File: config.mk
export PLATFORM = sky130hd
export DESIGN_NAME = oc8051_ri_access
export DESIGN_NICKNAME = d
export VERILOG_FILES = /design/src/rtl/oc8051_ri_access.sv
export SDC_FILE = /design/constraint.sdc
export NUM_CORES = 1
export LEC_CHECK = 0
export CORE_UTILIZATION = 34
export DETAILED_ROUTE_END_ITERATION = 10
export GPL_ROUTABILITY_DRIVEN = 0
export PLACE_DENSITY = 0.68
export SKIP_CTS_REPAIR_TIMING = 1
export SYNTH_ARGS = -nofsm -noshare
export SYNTH_HDL_FRONTEND = slang
export SYNTH_SLANG_ARGS = --single-unit
File: constraint.sdc
create_clock -name clk -period 6.23 [get_ports clk]
set_clock_uncertainty 0.05 [all_clocks]
set_input_delay 1.5575 -clock clk [delete_from_list [all_inputs] [get_ports clk]]
set_output_delay 1.5575 -clock clk [all_outputs]
set_load 0.01 [all_outputs]
File: src/rtl/oc8051_ri_access.sv
// Indirect-operand (@Ri) access sequencer: resolves R0/R1 pointer, then performs one
// internal-RAM or external-bus (MOVX) read/write and reports completion.
module oc8051_ri_access #(
    parameter int unsigned EXT_TIMEOUT = 15
) (
    input  logic        clk,
    input  logic        rst,
    input  logic        req,
    input  logic [1:0]  op,
    input  logic        sel,
    input  logic [7:0]  wdat,
    input  logic        flush,
    output logic        ri_sel,
    input  logic [7:0]  ri_in,
    output logic        ram_rd_en,
    output logic [7:0]  ram_rd_addr,
    input  logic [7:0]  ram_rd_data,
    output logic        ram_wr_en,
    output logic [7:0]  ram_wr_addr,
    output logic [7:0]  ram_wr_data,
    input  logic [7:0]  p2_in,
    output logic        ext_stb,
    output logic        ext_we,
    output logic [15:0] ext_addr,
    output logic [7:0]  ext_dout,
    input  logic [7:0]  ext_din,
    input  logic        ext_ack,
    output logic        busy,
    output logic        done,
    output logic        err,
    output logic [7:0]  rdat
);

    localparam logic [7:0] TMAX = 8'(EXT_TIMEOUT - 1);

    typedef enum logic [2:0] {
        IDLE = 3'd0,
        ADDR = 3'd1,
        RD   = 3'd2,
        CAP  = 3'd3,
        WR   = 3'd4,
        XSTB = 3'd5
    } state_t;

    state_t      state, state_nx;
    logic [1:0]  op_r;
    logic [7:0]  wdat_r;
    logic [7:0]  addr_r;
    logic [7:0]  p2_r;
    logic [7:0]  tcnt;
    logic        tmo;

    assign tmo = (tcnt == TMAX);

    always_ff @(posedge clk or posedge rst) begin
        if (rst) state <= IDLE;
        else     state <= state_nx;
    end

    always_comb begin
        state_nx = state;
        case (state)
            IDLE: if (req) state_nx = ADDR;
            ADDR: begin
                case (op_r)
                    2'b00:   state_nx = RD;
                    2'b01:   state_nx = WR;
                    default: state_nx = XSTB;
                endcase
            end
            RD:   state_nx = CAP;
            CAP:  state_nx = IDLE;
            WR:   state_nx = IDLE;
            XSTB: if (ext_ack || tmo) state_nx = IDLE;
            default: state_nx = IDLE;
        endcase
        if (flush) state_nx = IDLE;
    end

    // Strobes decode from state only, so they drop the instant rst resets the state.
    always_comb begin
        busy        = (state != IDLE);
        ram_rd_en   = (state == RD);
        ram_wr_en   = (state == WR);
        ext_stb     = (state == XSTB);
        ext_we      = (state == XSTB) && op_r[0];
        ram_rd_addr = addr_r;
        ram_wr_addr = addr_r;
        ram_wr_data = wdat_r;
        ext_addr    = {p2_r, addr_r};
        ext_dout    = wdat_r;
    end

    always_ff @(posedge clk or posedge rst) begin
        if (rst) begin
            op_r   <= '0;
            wdat_r <= '0;
            addr_r <= '0;
            p2_r   <= '0;
            tcnt   <= '0;
            ri_sel <= 1'b0;
            done   <= 1'b0;
            err    <= 1'b0;
            rdat   <= '0;
        end else begin
            done <= 1'b0;
            // A flush suppresses every register update, including done and rdat.
            if (!flush) begin
                case (state)
                    IDLE: begin
                        if (req) begin
                            op_r   <= op;
                            ri_sel <= sel;
                            wdat_r <= wdat;
                            err    <= 1'b0;
                        end
                    end
                    ADDR: begin
                        addr_r <= ri_in;
                        p2_r   <= p2_in;
                        tcnt   <= '0;
                    end
                    CAP: begin
                        rdat <= ram_rd_data;
                        done <= 1'b1;
                    end
                    WR: done <= 1'b1;
                    XSTB: begin
                        if (ext_ack) begin
                            if (!op_r[0]) rdat <= ext_din;
                            done <= 1'b1;
                            err  <= 1'b0;
                        end else if (tmo) begin
                            if (!op_r[0]) rdat <= 8'hFF;
                            done <= 1'b1;
                            err  <= 1'b1;
                        end else begin
                            tcnt <= tcnt + 8'd1;
                        end
                    end
                    default: ;
                endcase
            end
        end
    end

endmodule

==> results of run 1 <==
## report_power, final
group | total, mW | leakage (nW) | internal, mW | switching [mW]
Clock | 0.219 | 0.0552 | 0.119 | 0.100
Combinational | 0.612 | 0.819 | 0.397 | 0.215
Sequential | 0.504 | 0.596 | 0.420 | 0.0846
Total | 1.34 | 1.47 | 0.936 | 0.400
## area by class of cell
class,instances,area [µm²]
fill,636,3328
sequential,48,1201
timing repair buffer,111,1111
multi-input combinational,130,982.2
tap,96,120.1
clock buffer,6,72.57
inverter,15,56.30
clock inverter,2,35.03
## sequential cells by signal, indices dropped and copies added, names as in the netlist
register,flops
op_r,2
ext_dout,8
p2_r,8
err,1
tcnt,8
state,3
ri_sel,1
rdat,8
done,1
ram_rd_addr,8
## final timing paths
check                                          start                  end  cells after the start  slack [ps]
worst max-delay path            state[1]$_DFFE_PP0P_               ext_we                      4        2310
worst min-delay path             p2_r[6]$_DFFE_PP0P_  p2_r[6]$_DFFE_PP0P_                      1         460
worst max register to register   tcnt[0]$_DFFE_PP0P_  rdat[1]$_DFFE_PP0P_                      6        3440
worst min register to register   p2_r[6]$_DFFE_PP0P_  p2_r[6]$_DFFE_PP0P_                      1         460
max in group asynchronous                        rst  rdat[4]$_DFFE_PP0P_                      2        3730
min in group asynchronous                        rst  p2_r[1]$_DFFE_PP0P_                      2        1760
## through the flow
stage          util, %  instance area (µm²)  hold WS (ps)
3_5_place_dp     50.25                 3471         445.1
3_3_place_gp     50.25                 3471         440.2
4_1_cts          51.81                 3578         466.6
6_report         51.81                 3578         460.8
2_1_floorplan        -                 2462         438.5
5_1_grt          51.81                 3578         471.0
## layout by cell type (no fill, tap or decap), types with 3 or more instances in the layout
| cell | n |
|---|---|
| a31oi_1 | 8 |
| inv_1 | 13 |
| nor2_1 | 22 |
| mux2_2 | 35 |
| nand2b_1 | 3 |
| nand2_1 | 11 |
| clkdlybuf4s50_1 | 111 |
| mux2i_1 | 3 |
| clkbuf_8 | 5 |
| nand3_1 | 4 |
| dfrtp_1 | 48 |
| o21ai_0 | 5 |
| a21oi_1 | 4 |
## kinds of logic (layout without fill, tap and decap cells)
family | after synthesis | after routing | share of synthesized area [%]
buf+inv | 50 | 134 | 11.33
simple gates | 58 | 58 | 11.74
flops | 48 | 48 | 48.78
mux | 38 | 38 | 17.23
fa+ha+maj | 2 | 2 | 1.016
compound gates | 32 | 32 | 9.910
## Yosys cell counts, types with 3 or more instances
master,n,area [µm²]
clkbuf_1,8,30.03
a21oi_1,4,20.02
mux2_2,35,394.1
a31oi_1,8,50.05
nand2b_1,3,18.77
buf_4,24,180.2
nor2_1,22,82.58
inv_1,14,52.55
dfrtp_1,48,1201
o21ai_0,5,25.02
nand2_1,11,41.29
nand3_1,4,20.02
mux2i_1,3,30.03
## worst max-delay path, stage by stage, from the launching register on
cell and delay, ps:
dfrtp_1 580, nand3b_1 230, clkinv_1 400, and2_1 330, clkdlybuf4s50_1 480
## layer usage
metal	vias up	wire, µm
li1	934	-
met1	932	2440
met2	68	2615
met3	4	398
met4	0	26
met5	-	0
==> flow_summary_export.csv, run 1 <==
group,metric,value,unit
yosys,synth_edf_count,0,
run_status,outcome,"finished clean",
routing,viasPerCell,4.750,
placed_design,place.detailed.hpwl,3.970,mm
sta,setup_viol,0,
clock_tree,h-tree-depth,2,
grt,grt_antenna_before_repair,0,
clock_tree,clockRootBuffer,"clkbuf_8",
power,power,1.336,mW
sta,rsz0062_at_grt,"no",
floorplan,ios,112,
sta,slew_headroom,32.61,%
grt,track_usage,14.97,%
yosys,syn_nets,278,
sta,max_freq,255.3,MHz
grt,grt_max_degree,49,
clock_tree,numCtsBuffers,5,
finish,fin_cells,408,
finish,drive_above_1_share,15.06,%
placed_design,port_buffers,111,
clock_tree,clk_pin_slew,90,ps
routing,routed_wirelength,5.480,mm
finish,n_antenna_cell,0,
floorplan,row_count,30,
routing,firstDrtPassIters,4,
critical_path,end_kind,"output port",
critical_path,cp_data_arrival_time,2310,ps
sta,timing.final.crit_period,3917,ps
finish,nNetsFinal,361,
sta,timing.final.crit_share,62.88,%
floorplan,fp.dieH,87.10,µm
yosys,synth_seq_cells,48,
yosys,syn_avg_cell_area,10.80,µm²
job,drv_cap,0,
clock_tree,tritoncts,"yes",
power,p_leak,1.470,nW
yosys,synth_cells,228,
routing,wl_per_cell,13.43,µm
grt,grt_busiest_layer,"met2",
yosys,yosysWarnings,0,
clock_tree,clock_path_buffers,2,
yosys,yosysSeqAreaShare,48.78,%
yosys,async_flop_share,100.0,%
sta,final.setup.tns,0,ps
yosys,syn-cell-area,2462,µm²
placed_design,dp.cells,400,
sta,worst_slew_pin_slew,1009,ps
sta,drv_slew,0,
floorplan,die_x,87.10,µm
floorplan,core-area,6907,µm²
power,ir_worst_vdd,0.0001868,V
routing,drc,0,
worst_hold_path,hp-class,"reg -> reg",
placed_design,pre_cts_slack,2400,ps
floorplan,start_util,35.65,%
critical_path,startpoint_type,"flop",
sta,hold_viol,0,
critical_path,crit_type,"reg -> out",
grt,met2_usage,24.62,%
grt,grtUsageMet3,4.455,%
routing,ant_nets,0,
grt,use_met1,19.31,%
power,power_density,373.3,nW/µm²
yosys,yosys_most_used_dff,"dfrtp_1",
sta,setup_slack,2313,ps
yosys,synthDistinctLibCells,41,
clock_tree,insertion_delay,290,ps
critical_path,cp_data_required_time,4620,ps
grt,first_global_vias,1922,
critical_path,path_max_fanout,18,
finish,area_growth,45.33,%
clock_tree,cts.sinks,48,
grt,grt_pass1_wl,8.942,mm
routing,dr_total_vias,1938,
routing,drt_iter0_markers,90,
floorplan,dieArea,7586,µm²
grt,grt_overflow,0,
No activity file was read; power rests on OpenSTA's default activity.
==> run 2: changes to the inputs <==
- clock period: 6.23 -> 3.7 ns (I/O delays scaled with it)
==> flow_summary_export.csv, run 2 (synthesis results as in run 1) <==
group,metric,value,unit
routing,firstDrtPassIters,4,
finish,drive_above_1_share,16.19,%
critical_path,crit_buf_inv,3,
floorplan,core-area,6907,µm²
placed_design,place.detailed.hpwl,3.980,mm
power,ir_worst_vdd,0.0002683,V
floorplan,ios,112,
sta,drv_slew,0,
floorplan,dieArea,7586,µm²
floorplan,start_util,35.65,%
clock_tree,cts.sinks,48,
routing,routed_wirelength,5.531,mm
floorplan,row_count,30,
sta,setup_slack,608.7,ps
critical_path,crit_family,"buffers and inverters",
floorplan,fp.dieH,87.10,µm
sta,rsz0062_at_grt,"no",
finish,nNetsFinal,364,
critical_path,startpoint_type,"flop",
sta,final.setup.tns,0,ps
placed_design,dp.cells,403,
routing,wl_per_cell,13.46,µm
critical_path,cp_data_required_time,2720,ps
grt,grt_overflow,0,
clock_tree,clockRootBuffer,"clkbuf_8",
job,drv_cap,0,
sta,timing.final.crit_share,83.55,%
routing,dr_total_vias,1923,
critical_path,slowest_delay,630,ps
routing,drc,0,
clock_tree,tritoncts,"yes",
finish,n_antenna_cell,0,
sta,worst_slew_pin_slew,982.1,ps
grt,grt_max_degree,49,
finish,final_cell_mix,"111 x clkdlybuf4s50_1, 48 x dfrtp_1, 35 x mux2_2",
routing,ant_nets,0,
routing,viasPerCell,4.679,
clock_tree,numCtsBuffers,5,
power,p_leak,1.495,nW
floorplan,die_x,87.10,µm
critical_path,cp_data_arrival_time,2120,ps
grt,first_global_vias,1834,
worst_hold_path,hp-class,"reg -> reg",
power,power,2.297,mW
sta,max_freq,323.5,MHz
critical_path,crit_type,"reg -> out",
placed_design,port_buffers,111,
sta,hold_viol,0,
sta,setup_viol,0,
finish,multi_input_area,982.2,µm²
finish,final_common_cell,"clkdlybuf4s50_1",
placed_design,pre_cts_slack,769.2,ps
clock_tree,h-tree-depth,2,
grt,track_usage,14.90,%
finish,fin_cells,411,
sta,timing.final.crit_period,3091,ps
clock_tree,insertion_delay,300,ps
run_status,outcome,"finished clean",
critical_path,cp_slowest_cell,"dfrtp_1",
grt,grt_antenna_before_repair,0,
clock_tree,clock_path_buffers,2,
grt,grt_pass1_wl,8.845,mm
finish,seq_area,1201,µm²
routing,drt_iter0_markers,95,
critical_path,end_kind,"output port",
critical_path,path_cells,"nand3b_1 -> clkinv_1 -> buf_4 -> clkdlybuf4s50_1",
power,power_density,634.6,nW/µm²
finish,area_growth,47.00,%
sta,slew_headroom,34.43,%
critical_path,path_max_fanout,14,
finish,nFillCells,641,
clock_tree,clk_pin_slew,90,ps
## run 2: cell count changes in the layout (fill, tap and decap cells not counted)
cell,delta
buf_4,+3
clkbuf_1,-1
clkbuf_8,+2
clkinv_2,-1
## run 2: final cells by class
| type | instances | area share (%) |
|---|---|---|
| multi-input cells | 130 | 27.13 |
| flip-flops and latches | 48 | 33.18 |
| clock inverters | 1 | 0.8296 |
| repair buffers | 114 | 31.32 |
| inverters | 15 | 1.555 |
| well taps | 96 | 3.318 |
| clock buffers | 7 | 2.662 |
## run 2: worst paths after layout
check / startpoint / to / slack, ps / cells past startpoint
hold / removal: p2_r[0]$_DFFE_PP0P_ / p2_r[0]$_DFFE_PP0P_ / 460 / 1
max in group asynchronous: rst / p2_r[5]$_DFFE_PP0P_ / 1870 / 2
setup reg to reg: tcnt[0]$_DFFE_PP0P_ / rdat[6]$_DFFE_PP0P_ / 960 / 6
hold reg to reg: p2_r[0]$_DFFE_PP0P_ / p2_r[0]$_DFFE_PP0P_ / 460 / 1
setup / recovery: state[2]$_DFFE_PP0P_ / ext_stb / 610 / 4
min in group asynchronous: rst / p2_r[0]$_DFFE_PP0P_ / 1120 / 2
## run 2: through the flow
| stage | hold slack (ps) | util, % | cell area, µm² |
|---|---|---|---|
| 3_3_place_gp | 439.6 | 50.58 | 3493 |
| 6_report | 459.9 | 52.41 | 3620 |
| 5_1_grt | 490.8 | 52.41 | 3620 |
| 3_5_place_dp | 442.1 | 50.58 | 3493 |
| 2_1_floorplan | 438.5 | - | 2462 |
| 4_1_cts | 462.8 | 52.41 | 3620 |
## run 2: worst register-to-register path: cells and delay by family (launching register included)
family	cells	cell delay, ps
buffers and inverters	1	90
muxes	1	400
adders and majority gates	1	130
and+or+nand+nor	2	900
AOI/OAI and AO/OA	1	610
DFF	1	460
## run 2: routing by layer
| layer | part of all wire [%] | track usage, % |
|---|---|---|
| met5 | 0 | 0 |
| met3 | 7.6 | 4.171 |
| met2 | 47 | 24.77 |
| met4 | 1.0 | 4.173 |
| met1 | 44 | 19.02 |
## run 2: power breakdown
part	switching (mW)	internal [mW]	total, mW	leakage [nW]
registers	0.145	0.706	0.851	0.596
logic	0.359	0.670	1.03	0.835
clock network	0.177	0.239	0.416	0.0645
==> run 3: changes to the inputs <==
- clock period: 3.7 -> 3 ns (I/O delays scaled with it)
==> flow_summary_export.csv, run 3 (synthesis results as in run 1) <==
group,metric,value,unit
grt,grt_max_degree,18,
sta,timing.final.crit_period,2809,ps
clock_tree,clock_path_buffers,2,
clock_tree,cts.sinks,48,
critical_path,reg2reg_to,"rdat[2]$_DFFE_PP0P_",
routing,viasPerCell,4.709,
clock_tree,tritoncts,"yes",
floorplan,ios,112,
critical_path,path_max_fanout,12,
sta,hold_viol,0,
grt,first_global_vias,1903,
sta,rsz0062_at_grt,"no",
finish,drive_above_1_share,17.19,%
critical_path,cp_slowest_cell,"dfrtp_1",
finish,seq_area,1201,µm²
finish,final_common_cell,"clkdlybuf4s50_1",
finish,final_util,52.48,%
clock_tree,clk_pin_slew,90,ps
critical_path,rr_worst_depth,7,
sta,max_freq,355.9,MHz
finish,n_antenna_cell,0,
critical_path,r2r_slack,410,ps
clock_tree,clockRootBuffer,"clkbuf_8",
critical_path,crit_start,"state[0]$_DFFE_PP0P_",
worst_hold_path,hp-class,"reg -> reg",
sta,drv_slew,0,
finish,area_growth,47.21,%
grt,grt_antenna_before_repair,0,
sta,setup_viol,0,
power,ir_worst_vdd,0.0003661,V
placed_design,place.detailed.hpwl,4.088,mm
routing,wl_per_cell,13.17,µm
clock_tree,h-tree-depth,2,
clock_tree,insertion_delay,300,ps
grt,track_usage,15.38,%
critical_path,startpoint_type,"flop",
job,drv_cap,0,
finish,nNetsFinal,369,
floorplan,die_x,87.10,µm
floorplan,dieArea,7586,µm²
power,power_density,752.3,nW/µm²
routing,routed_wirelength,5.479,mm
sta,worst_slew_pin_slew,508.4,ps
critical_path,cp_data_arrival_time,2010,ps
sta,timing.final.crit_share,93.65,%
critical_path,slowest_delay,550,ps
critical_path,crit_type,"reg -> out",
routing,dr_total_vias,1959,
routing,ant_nets,0,
run_status,outcome,"finished clean",
routing,drt_iter0_markers,70,
critical_path,cp.depth,4,
critical_path,end_kind,"output port",
sta,setup_slack,190.6,ps
sta,final.setup.tns,0,ps
critical_path,crit_family,"buffers and inverters",
placed_design,port_buffers,111,
critical_path,r2r-start,"tcnt[0]$_DFFE_PP0P_",
critical_path,crit_buf_inv,3,
floorplan,row_count,30,
floorplan,core-area,6907,µm²
clock_tree,numCtsBuffers,5,
finish,nFillCells,645,
critical_path,cp_data_required_time,2200,ps
grt,grt_overflow,0,
critical_path,crit_path_end,"ext_stb",
placed_design,pre_cts_slack,352.4,ps
critical_path,path_cells,"nand3b_1 -> clkinv_1 -> buf_4 -> clkdlybuf4s50_1",
floorplan,fp.dieH,87.10,µm
routing,firstDrtPassIters,4,
sta,slew_headroom,66.01,%
sta,whs,463.0,ps
finish,multi_input_area,982.2,µm²
routing,drc,0,
grt,grt_pass1_wl,9.025,mm
power,p_leak,1.501,nW
finish,final_cell_mix,"111 x clkdlybuf4s50_1, 48 x dfrtp_1, 35 x mux2_2",
floorplan,start_util,35.65,%
-- run 3: cell count changes in the layout (fill, tap and decap cells not counted), sizes merged --
| cell | change |
|---|---|
| clkinvlp | +1 |
| bufinv | -1 |
| buf | +5 |
-- run 3: power breakdown --
part,switching [mW],internal (mW),leakage (nW)
Combinational,0.448,0.832,0.860
Sequential,0.168,0.872,0.596
Clock,0.219,0.188,0.0445
Total,0.835,1.89,1.50
-- run 3: area by class of cell --
cell class,instances,area share [%]
Clock buffer,7,2.382
Clock inverter,1,0.2071
Inverter,15,1.553
Multi-Input combinational cell,130,27.10
Sequential cell,48,33.14
Tap cell,96,3.314
Timing Repair Buffer,119,32.31
-- run 3: worst min path at each step --
stage / start / to / slack (ps) / depth (start not counted)
6_report: rdat[4]$_DFFE_PP0P_ / rdat[4]$_DFFE_PP0P_ / 460 / 1
5_1_grt: p2_r[6]$_DFFE_PP0P_ / p2_r[6]$_DFFE_PP0P_ / 480 / 1
4_1_cts: p2_r[7]$_DFFE_PP0P_ / p2_r[7]$_DFFE_PP0P_ / 470 / 1
3_5_place_dp: rdat[5]$_DFFE_PP0P_ / rdat[5]$_DFFE_PP0P_ / 440 / 1
3_3_place_gp: ri_sel$_DFFE_PP0P_ / ri_sel$_DFFE_PP0P_ / 440 / 1
2_1_floorplan: tcnt[5]$_DFFE_PP0P_ / tcnt[5]$_DFFE_PP0P_ / 440 / 1
-- run 3: per-layer routing --
layer	part of all wire (%)	track usage, %	up-vias	wire length, µm
met5	0	0	-	0
met4	0.80	4.024	0	44
met3	8.5	5.213	6	467
met2	49	25.48	77	2668
met1	42	19.24	930	2299
li1	-	-	946	-
-- run 3: worst reg2reg max path: stages (launching register included) --
cell       delay, ps
dfrtp_1          440
inv_1             80
ha_1             130
or4b_1           440
or3_1            450
a2111oi_4        320
buf_4            220
mux2_2           350
-- run 3: per-stage QoR --
| step | std cells | power (mW) | cell area [µm²] |
|---|---|---|---|
| final | 416 | 2.727 | 3625 |
| after global routing | 416 | 2.893 | 3625 |
| after CTS | 416 | 2.766 | 3625 |
| after detailed placement | 408 | 2.347 | 3531 |
| after global placement | 408 | 2.326 | 3531 |
| after floorplan | 228 | 1.706 | 2462 |
